`config.mk`:
```
export PLATFORM = sky130hd
export DESIGN_NAME = fifo_write_arbiter_flat
export DESIGN_NICKNAME = d
export VERILOG_FILES = /design/src/rtl/fifo_arb_pkg.sv /design/src/rtl/fifo_write_arbiter_if.sv /design/src/rtl/fifo_write_arbiter_rr_select.sv /design/src/rtl/fifo_write_arbiter.sv /design/src/flat_wrapper.sv
export SDC_FILE = /design/constraint.sdc
export NUM_CORES = 1
export LEC_CHECK = 0
export CAP_MARGIN = 40
export CELL_PAD_IN_SITES_DETAIL_PLACEMENT = 0
export CELL_PAD_IN_SITES_GLOBAL_PLACEMENT = 2
export CORE_ASPECT_RATIO = 0.9
export CORE_MARGIN = 4
export CORE_UTILIZATION = 17
export CTS_CLUSTER_SIZE = 40
export DETAILED_ROUTE_END_ITERATION = 8
export HOLD_SLACK_MARGIN = 0.02
export PLACE_DENSITY = 0.87
export SYNTH_ARGS = -nofsm -noshare
export SYNTH_HDL_FRONTEND = slang
export SYNTH_SLANG_ARGS = --single-unit
```
`constraint.sdc`:
```
create_clock -name aclk -period 2.2 [get_ports aclk]
set_input_delay 0.33 -clock aclk [delete_from_list [all_inputs] [get_ports aclk]]
set_output_delay 0.33 -clock aclk [all_outputs]
set_load 0.02 [all_outputs]
```
`src/rtl/fifo_arb_pkg.sv`:
```
// Shared types and width helpers for the FIFO write-port arbiter.
package fifo_arb_pkg;

  typedef enum logic {
    IDLE,
    LOCKED
  } arb_state_e;

  localparam int unsigned DEF_NUM_REQ      = 4;
  localparam int unsigned DEF_DATA_WIDTH   = 32;
  localparam int unsigned DEF_MAX_BURST    = 16;
  localparam int unsigned DEF_IDLE_TIMEOUT = 8;

  // Width of a counter that must hold 0..limit inclusive.
  function automatic int unsigned cnt_width(input int unsigned limit);
    return $clog2(limit + 1);
  endfunction

  function automatic int unsigned idx_width(input int unsigned n);
    return (n > 1) ? $clog2(n) : 1;
  endfunction

endpackage

```
`src/rtl/fifo_write_arbiter_if.sv`:
```
// Requester and FIFO-side signals of the shared write port, plus status/config.
interface fifo_write_arbiter_if #(
  parameter int unsigned NUM_REQ    = 4,
  parameter int unsigned DATA_WIDTH = 32
);
  logic [NUM_REQ-1:0]            req_enable;
  logic [NUM_REQ-1:0]            req_valid;
  logic [NUM_REQ*DATA_WIDTH-1:0] req_data;
  logic [NUM_REQ-1:0]            req_last;
  logic [NUM_REQ-1:0]            req_ready;
  logic [DATA_WIDTH-1:0]         fifo_wr_data;
  logic                          fifo_wr_en;
  logic                          fifo_full;
  logic [NUM_REQ-1:0]            grant;
  logic                          busy;
  logic [NUM_REQ-1:0]            burst_truncated;
  logic [NUM_REQ-1:0]            grant_timeout;
  logic                          clear_flags;

  modport master (
    input  req_enable, req_valid, req_data, req_last, fifo_full, clear_flags,
    output req_ready, fifo_wr_data, fifo_wr_en, grant, busy,
           burst_truncated, grant_timeout
  );

  modport slave (
    output req_enable, req_valid, req_data, req_last, fifo_full, clear_flags,
    input  req_ready, fifo_wr_data, fifo_wr_en, grant, busy,
           burst_truncated, grant_timeout
  );
endinterface

```
`src/rtl/fifo_write_arbiter_rr_select.sv`:
```
// Combinational round-robin picker: first eligible index after rr_ptr, wrapping.
module rr_select #(
  parameter int unsigned NUM_REQ = 4,
  parameter int unsigned IW      = 2
) (
  input  logic [NUM_REQ-1:0] eligible,
  input  logic [IW-1:0]      rr_ptr,
  output logic [IW-1:0]      idx,
  output logic               found
);
  int unsigned  cand;
  logic [IW-1:0] cand_idx;

  always_comb begin
    idx      = '0;
    found    = 1'b0;
    cand     = 0;
    cand_idx = '0;
    for (int unsigned off = 1; off <= NUM_REQ; off++) begin
      cand     = (32'(rr_ptr) + off) % NUM_REQ;
      cand_idx = IW'(cand);
      if (!found && eligible[cand_idx]) begin
        found = 1'b1;
        idx   = cand_idx;
      end
    end
  end
endmodule

```
`src/rtl/fifo_write_arbiter.sv`:
```
// Round-robin, packet-locked sharing of one FIFO write port among NUM_REQ producers.
module fifo_write_arbiter
  import fifo_arb_pkg::*;
#(
  parameter int unsigned NUM_REQ      = DEF_NUM_REQ,
  parameter int unsigned DATA_WIDTH   = DEF_DATA_WIDTH,
  parameter int unsigned MAX_BURST    = DEF_MAX_BURST,
  parameter int unsigned IDLE_TIMEOUT = DEF_IDLE_TIMEOUT
) (
  input logic                 aclk,
  input logic                 reset,
  fifo_write_arbiter_if.master bus
);
  localparam int unsigned IW = idx_width(NUM_REQ);
  localparam int unsigned BW = cnt_width(MAX_BURST);
  localparam int unsigned TW = cnt_width(IDLE_TIMEOUT);

  arb_state_e         state_q, state_d;
  logic [IW-1:0]      grant_idx_q, grant_idx_d;
  logic [IW-1:0]      rr_ptr_q, rr_ptr_d;
  logic [BW-1:0]      beat_cnt_q, beat_cnt_d;
  logic [TW-1:0]      idle_cnt_q, idle_cnt_d;
  logic [NUM_REQ-1:0] grant_q, grant_d;
  logic               busy_q, busy_d;
  logic [NUM_REQ-1:0] trunc_q, trunc_d;
  logic [NUM_REQ-1:0] tmo_q, tmo_d;

  logic [IW-1:0] sel_idx;
  logic          sel_found;
  logic          cur_valid;
  logic          beat;
  logic          rel;

  rr_select #(
    .NUM_REQ (NUM_REQ),
    .IW      (IW)
  ) u_rr_select (
    .eligible (bus.req_valid & bus.req_enable),
    .rr_ptr   (rr_ptr_q),
    .idx      (sel_idx),
    .found    (sel_found)
  );

  // The port is gated during reset so a grant being aborted never writes.
  assign cur_valid = bus.req_valid[grant_idx_q];
  assign beat      = (state_q == LOCKED) && cur_valid && !bus.fifo_full && !reset;

  assign bus.fifo_wr_en      = beat;
  assign bus.req_ready       = beat ? (NUM_REQ'(1) << grant_idx_q) : '0;
  assign bus.fifo_wr_data    = bus.req_data[grant_idx_q*DATA_WIDTH +: DATA_WIDTH];
  assign bus.grant           = grant_q;
  assign bus.busy            = busy_q;
  assign bus.burst_truncated = trunc_q;
  assign bus.grant_timeout   = tmo_q;

  always_comb begin
    state_d     = state_q;
    grant_idx_d = grant_idx_q;
    rr_ptr_d    = rr_ptr_q;
    beat_cnt_d  = beat_cnt_q;
    idle_cnt_d  = idle_cnt_q;
    grant_d     = grant_q;
    rel         = 1'b0;
    // Clear first so a same-cycle set below wins.
    trunc_d     = bus.clear_flags ? '0 : trunc_q;
    tmo_d       = bus.clear_flags ? '0 : tmo_q;

    unique case (state_q)
      IDLE: begin
        if (sel_found) begin
          state_d     = LOCKED;
          grant_idx_d = sel_idx;
          grant_d     = NUM_REQ'(1) << sel_idx;
          beat_cnt_d  = '0;
          idle_cnt_d  = '0;
        end
      end
      LOCKED: begin
        if (beat) begin
          beat_cnt_d = beat_cnt_q + BW'(1);
          idle_cnt_d = '0;
          if (bus.req_last[grant_idx_q]) begin
            rel = 1'b1;
          end else if (beat_cnt_q == BW'(MAX_BURST - 1)) begin
            rel                  = 1'b1;
            trunc_d[grant_idx_q] = 1'b1;
          end
        end else if (!cur_valid) begin
          if (idle_cnt_q == TW'(IDLE_TIMEOUT - 1)) begin
            rel                = 1'b1;
            tmo_d[grant_idx_q] = 1'b1;
          end else begin
            idle_cnt_d = idle_cnt_q + TW'(1);
          end
        end else begin
          idle_cnt_d = '0;
        end
        if (rel) begin
          state_d    = IDLE;
          rr_ptr_d   = grant_idx_q;
          beat_cnt_d = '0;
          idle_cnt_d = '0;
          grant_d    = '0;
        end
      end
      default: state_d = IDLE;
    endcase

    busy_d = (state_d == LOCKED);
  end

  always_ff @(posedge aclk) begin
    if (reset) begin
      state_q     <= IDLE;
      grant_idx_q <= '0;
      rr_ptr_q    <= IW'(NUM_REQ - 1);
      beat_cnt_q  <= '0;
      idle_cnt_q  <= '0;
      grant_q     <= '0;
      busy_q      <= 1'b0;
      trunc_q     <= '0;
      tmo_q       <= '0;
    end else begin
      state_q     <= state_d;
      grant_idx_q <= grant_idx_d;
      rr_ptr_q    <= rr_ptr_d;
      beat_cnt_q  <= beat_cnt_d;
      idle_cnt_q  <= idle_cnt_d;
      grant_q     <= grant_d;
      busy_q      <= busy_d;
      trunc_q     <= trunc_d;
      tmo_q       <= tmo_d;
    end
  end
endmodule

```
`src/flat_wrapper.sv`:
```
// flat-port wrapper written by rule: the top's interface ports become plain ports
module fifo_write_arbiter_flat import fifo_arb_pkg::*;
#(
  parameter int unsigned NUM_REQ      = DEF_NUM_REQ,
  parameter int unsigned DATA_WIDTH   = DEF_DATA_WIDTH,
  parameter int unsigned MAX_BURST    = DEF_MAX_BURST,
  parameter int unsigned IDLE_TIMEOUT = DEF_IDLE_TIMEOUT
)
  (aclk, reset, bus_req_enable, bus_req_valid, bus_req_data, bus_req_last, bus_fifo_full, bus_clear_flags, bus_req_ready, bus_fifo_wr_data, bus_fifo_wr_en, bus_grant, bus_busy, bus_burst_truncated, bus_grant_timeout);
  fifo_write_arbiter_if #(.NUM_REQ(NUM_REQ), .DATA_WIDTH(DATA_WIDTH)) bus_i ();
  input logic aclk;
  input logic reset;
  input wire logic [$bits(bus_i.req_enable)-1:0] bus_req_enable;
  input wire logic [$bits(bus_i.req_valid)-1:0] bus_req_valid;
  input wire logic [$bits(bus_i.req_data)-1:0] bus_req_data;
  input wire logic [$bits(bus_i.req_last)-1:0] bus_req_last;
  input wire logic [$bits(bus_i.fifo_full)-1:0] bus_fifo_full;
  input wire logic [$bits(bus_i.clear_flags)-1:0] bus_clear_flags;
  output wire logic [$bits(bus_i.req_ready)-1:0] bus_req_ready;
  output wire logic [$bits(bus_i.fifo_wr_data)-1:0] bus_fifo_wr_data;
  output wire logic [$bits(bus_i.fifo_wr_en)-1:0] bus_fifo_wr_en;
  output wire logic [$bits(bus_i.grant)-1:0] bus_grant;
  output wire logic [$bits(bus_i.busy)-1:0] bus_busy;
  output wire logic [$bits(bus_i.burst_truncated)-1:0] bus_burst_truncated;
  output wire logic [$bits(bus_i.grant_timeout)-1:0] bus_grant_timeout;
  assign bus_i.req_enable = bus_req_enable;
  assign bus_i.req_valid = bus_req_valid;
  assign bus_i.req_data = bus_req_data;
  assign bus_i.req_last = bus_req_last;
  assign bus_i.fifo_full = bus_fifo_full;
  assign bus_i.clear_flags = bus_clear_flags;
  assign bus_req_ready = bus_i.req_ready;
  assign bus_fifo_wr_data = bus_i.fifo_wr_data;
  assign bus_fifo_wr_en = bus_i.fifo_wr_en;
  assign bus_grant = bus_i.grant;
  assign bus_busy = bus_i.busy;
  assign bus_burst_truncated = bus_i.burst_truncated;
  assign bus_grant_timeout = bus_i.grant_timeout;
  fifo_write_arbiter #(.NUM_REQ(NUM_REQ), .DATA_WIDTH(DATA_WIDTH), .MAX_BURST(MAX_BURST), .IDLE_TIMEOUT(IDLE_TIMEOUT)) u_core (.aclk(aclk), .reset(reset), .bus(bus_i));
endmodule
```
==> impl_metrics.ini <==
[floorplanning]
die_h_um = 116
core_um2 = 12600
rows = 39
start_util_pct = 17.3
io_pins = 194
die_w_um = 128
die-area_um2 = 14700

[clock_tree]
cts_tree = done
clk_pin_slew_ns = 0.06
cts_root_buf = clkbuf_16
cts.sinks = 26
numCtsBuffers = 3
cts.path.max_buffers = 2
cts_hold_buf = 0
h-tree-depth = 1
clock_latency_ns = 0.26

[hold_path]
hold_depth = 1
worstHoldEndpoint = u_core.bus.grant[3]$_SDFFE_PP0P_
min_from = u_core.bus.grant[3]$_SDFFE_PP0P_
hp-class = register to register

[sta]
hold_viol_final = 0
relSlewSlack_pct = 69.1
fin_crit_sh_pct = 97.9
fin_crit_ns = 2.15
setup_violations = 0
fmax_mhz = 464
slew_violations = 0
worst_slew_pin_slew_ns = 0.461
fin_skew_ns = 0.00277
setup-tns-final_ns = 0
rsz0062_at_grt = no

[final_layout]
fin_area_um2 = 4550
drive_above_1_share_pct = 20.7
area_growth_pct = 108
antenna_cells = 0
multi_input_area_um2 = 1560
nets = 559
seq_area_um2 = 526
nFillCells = 1269
final_cells = 574

[synth]
synth_edf_count = 0
ys_async_sr_fraction_pct = 0
ys_seq_area_share_pct = 23.8
ys_ff_latch = 26
syn_nets = 347
ys_warn_count = 0
syn_inst = 200
ys_types = 51
synth_flop_cell = dfxtp_1
syn_avg_cell_area_um2 = 10.9
synth_area_um2 = 2190

[drt]
drc_errors = 0
num_vias = 2611
drt-total-wl_um = 11300
drt_first_pass_iters = 4
avgViaCountPerCell = 4.55
ant_nets = 0
dr.first_iter.drc_count = 130
wire_per_inst_um = 19.6

[setup_path]
r2r_start = u_core.grant_idx_q[1]$_SDFFE_PP0P_
reg2regPathDepth = 5
worstPathArrival_ns = 1.82
critical_path_required_ns = 1.87
r2r-end = u_core.beat_cnt_q[2]$_SDFFE_PP0P_
reg2reg_slack_ns = 0.18
crit_type = primary input to output pin
crit_fanout = 2
cp-end-kind = output pin
start_kind = primary input

[place]
dpl-instance-area_um2 = 4460
hpwlAfterDp_um = 9540
dp.cells = 567
routabilityCongestion = 0.828
port_buffers = 193

[global_routing]
grt_overflow = 0
first_global_vias = 2693
grt_max_degree = 43
grt_use_total_pct = 14.1
grt_pass1_wl_um = 15900
grt_antenna_before_repair = 0

[pwr]
leakage_uw = 0.00168
peakVddDrop_v = 0.000258
total_power_uw = 1860
power.density_nw_per_um2 = 408

[status]
outcome = completed

[flow_run]
maxCapViolations = 0
## metrics by stage
step	setup WS (ns)	util [%]	hold WS, ns
floorplan	0.327	-	0.457
global placement	-0.315	35.3	0.471
detailed placement	-0.327	35.3	0.453
CTS	0.00223	35.9	0.480
global route	0.00122	36.0	0.489
finish	0.0452	36.0	0.477
## report_power, final
part	leakage, µW	internal, µW	switching [µW]
sequential	0.000212	485	15.7
combinational	0.00144	559	394
clock	0.0000370	241	161
## routing by layer
metal,track usage (%),share of wire (%),up-vias
met2,24.1,52,76
met5,0,0,-
met1,18.6,42,1285
met4,2.79,1.3,0
li1,-,-,1242
met3,3.04,4.8,8
## worst max-delay path by stage
stage	slack, ns	endpoint	start
5_1_grt	0.001	bus_req_ready[3]	bus_req_valid[1]
2_1_floorplan	0.33	bus_req_ready[3]	u_core.grant_idx_q[1]$_SDFFE_PP0P_
3_5_place_dp	-0.33	bus_req_ready[0]	reset
6_report	0.05	bus_req_ready[0]	bus_req_valid[3]
4_1_cts	0.002	bus_req_ready[1]	bus_req_valid[3]
3_3_place_gp	-0.32	bus_req_ready[0]	bus_fifo_full
## cells in the final DEF (no fill, tap or decap), types with 3 or more instances in the layout
cell type	count
a211oi_1	3
a21oi_1	7
a22oi_1	9
and2_1	3
and3_1	4
buf_2	4
buf_4	25
clkbuf_16	3
clkdlybuf4s15_1	4
clkdlybuf4s50_1	156
dfxtp_1	24
dlygate4sd2_1	26
ha_1	3
inv_1	9
mux2i_1	3
mux4_2	34
nand2_1	8
nand2b_1	4
nand3_1	7
nor2_1	19
nor3_1	4
## what timing repair did
item / CTS / global route
endpoints found under the hold margin: 0 / 0
resized for setup: 55 / 9
setup endpoints to repair: 37 / 12
pin swaps: 0 / 1
setup buffers: 0 / 3
gates cloned: 1 / 0
## synthesized netlist by cell type, drive strengths merged (2+ instances only)
cell,number,share of area (%)
nand2b,4,1.1
mux2i,4,1.8
o2bb2ai,2,0.80
a21oi,7,1.6
nand3,7,1.6
nand2,9,1.5
and3,4,1.1
dfxtp,26,24
a211oi,3,1.0
a32oi,2,0.80
a22oi,9,3.1
buf,7,2.1
nand3b,2,0.69
a32o,2,0.92
clkbuf,8,1.4
nor3,5,1.7
a22o,2,0.80
mux4,34,35
and3b,2,0.80
o32ai,3,1.5
inv,9,1.5
ha,3,1.7
nor2,19,3.3
nor2b,2,0.57
and2,3,0.86
## flip-flops by register name, summed over array words and instances, names as in the netlist
name and flops:
u_core.bus.grant_timeout 4, u_core.idle_cnt_q 4, u_core.rr_ptr_q 2, u_core.grant_idx_q 2, u_core.bus.grant 4, u_core.state_q 1, u_core.bus.burst_truncated 4, u_core.beat_cnt_q 5
## cell type report
cell class	instances	share of cell area, %
clock buffers	3	1.65
inverters	9	0.742
multi-input cells	150	34.3
flip-flops and latches	26	11.5
well taps	164	4.51
repair buffers	222	47.2
## worst max-delay path, cell delays in order
cell and delay, ns:
clkdlybuf4s50_1 0.42, mux4_2 0.55, nand2_2 0.11, buf_4 0.11, nor3_1 0.04, clkdlybuf4s15_2 0.26
## kinds of logic after synthesis
kind of cell | synth area share [%]
DFF | 23.8
AOI/OAI and AO/OA | 15.8
muxes | 37.4
adders and majority gates | 1.72
and+or+nand+nor | 16.3
buffers and inverters | 5.03
Power figures use the tool's default switching activity.
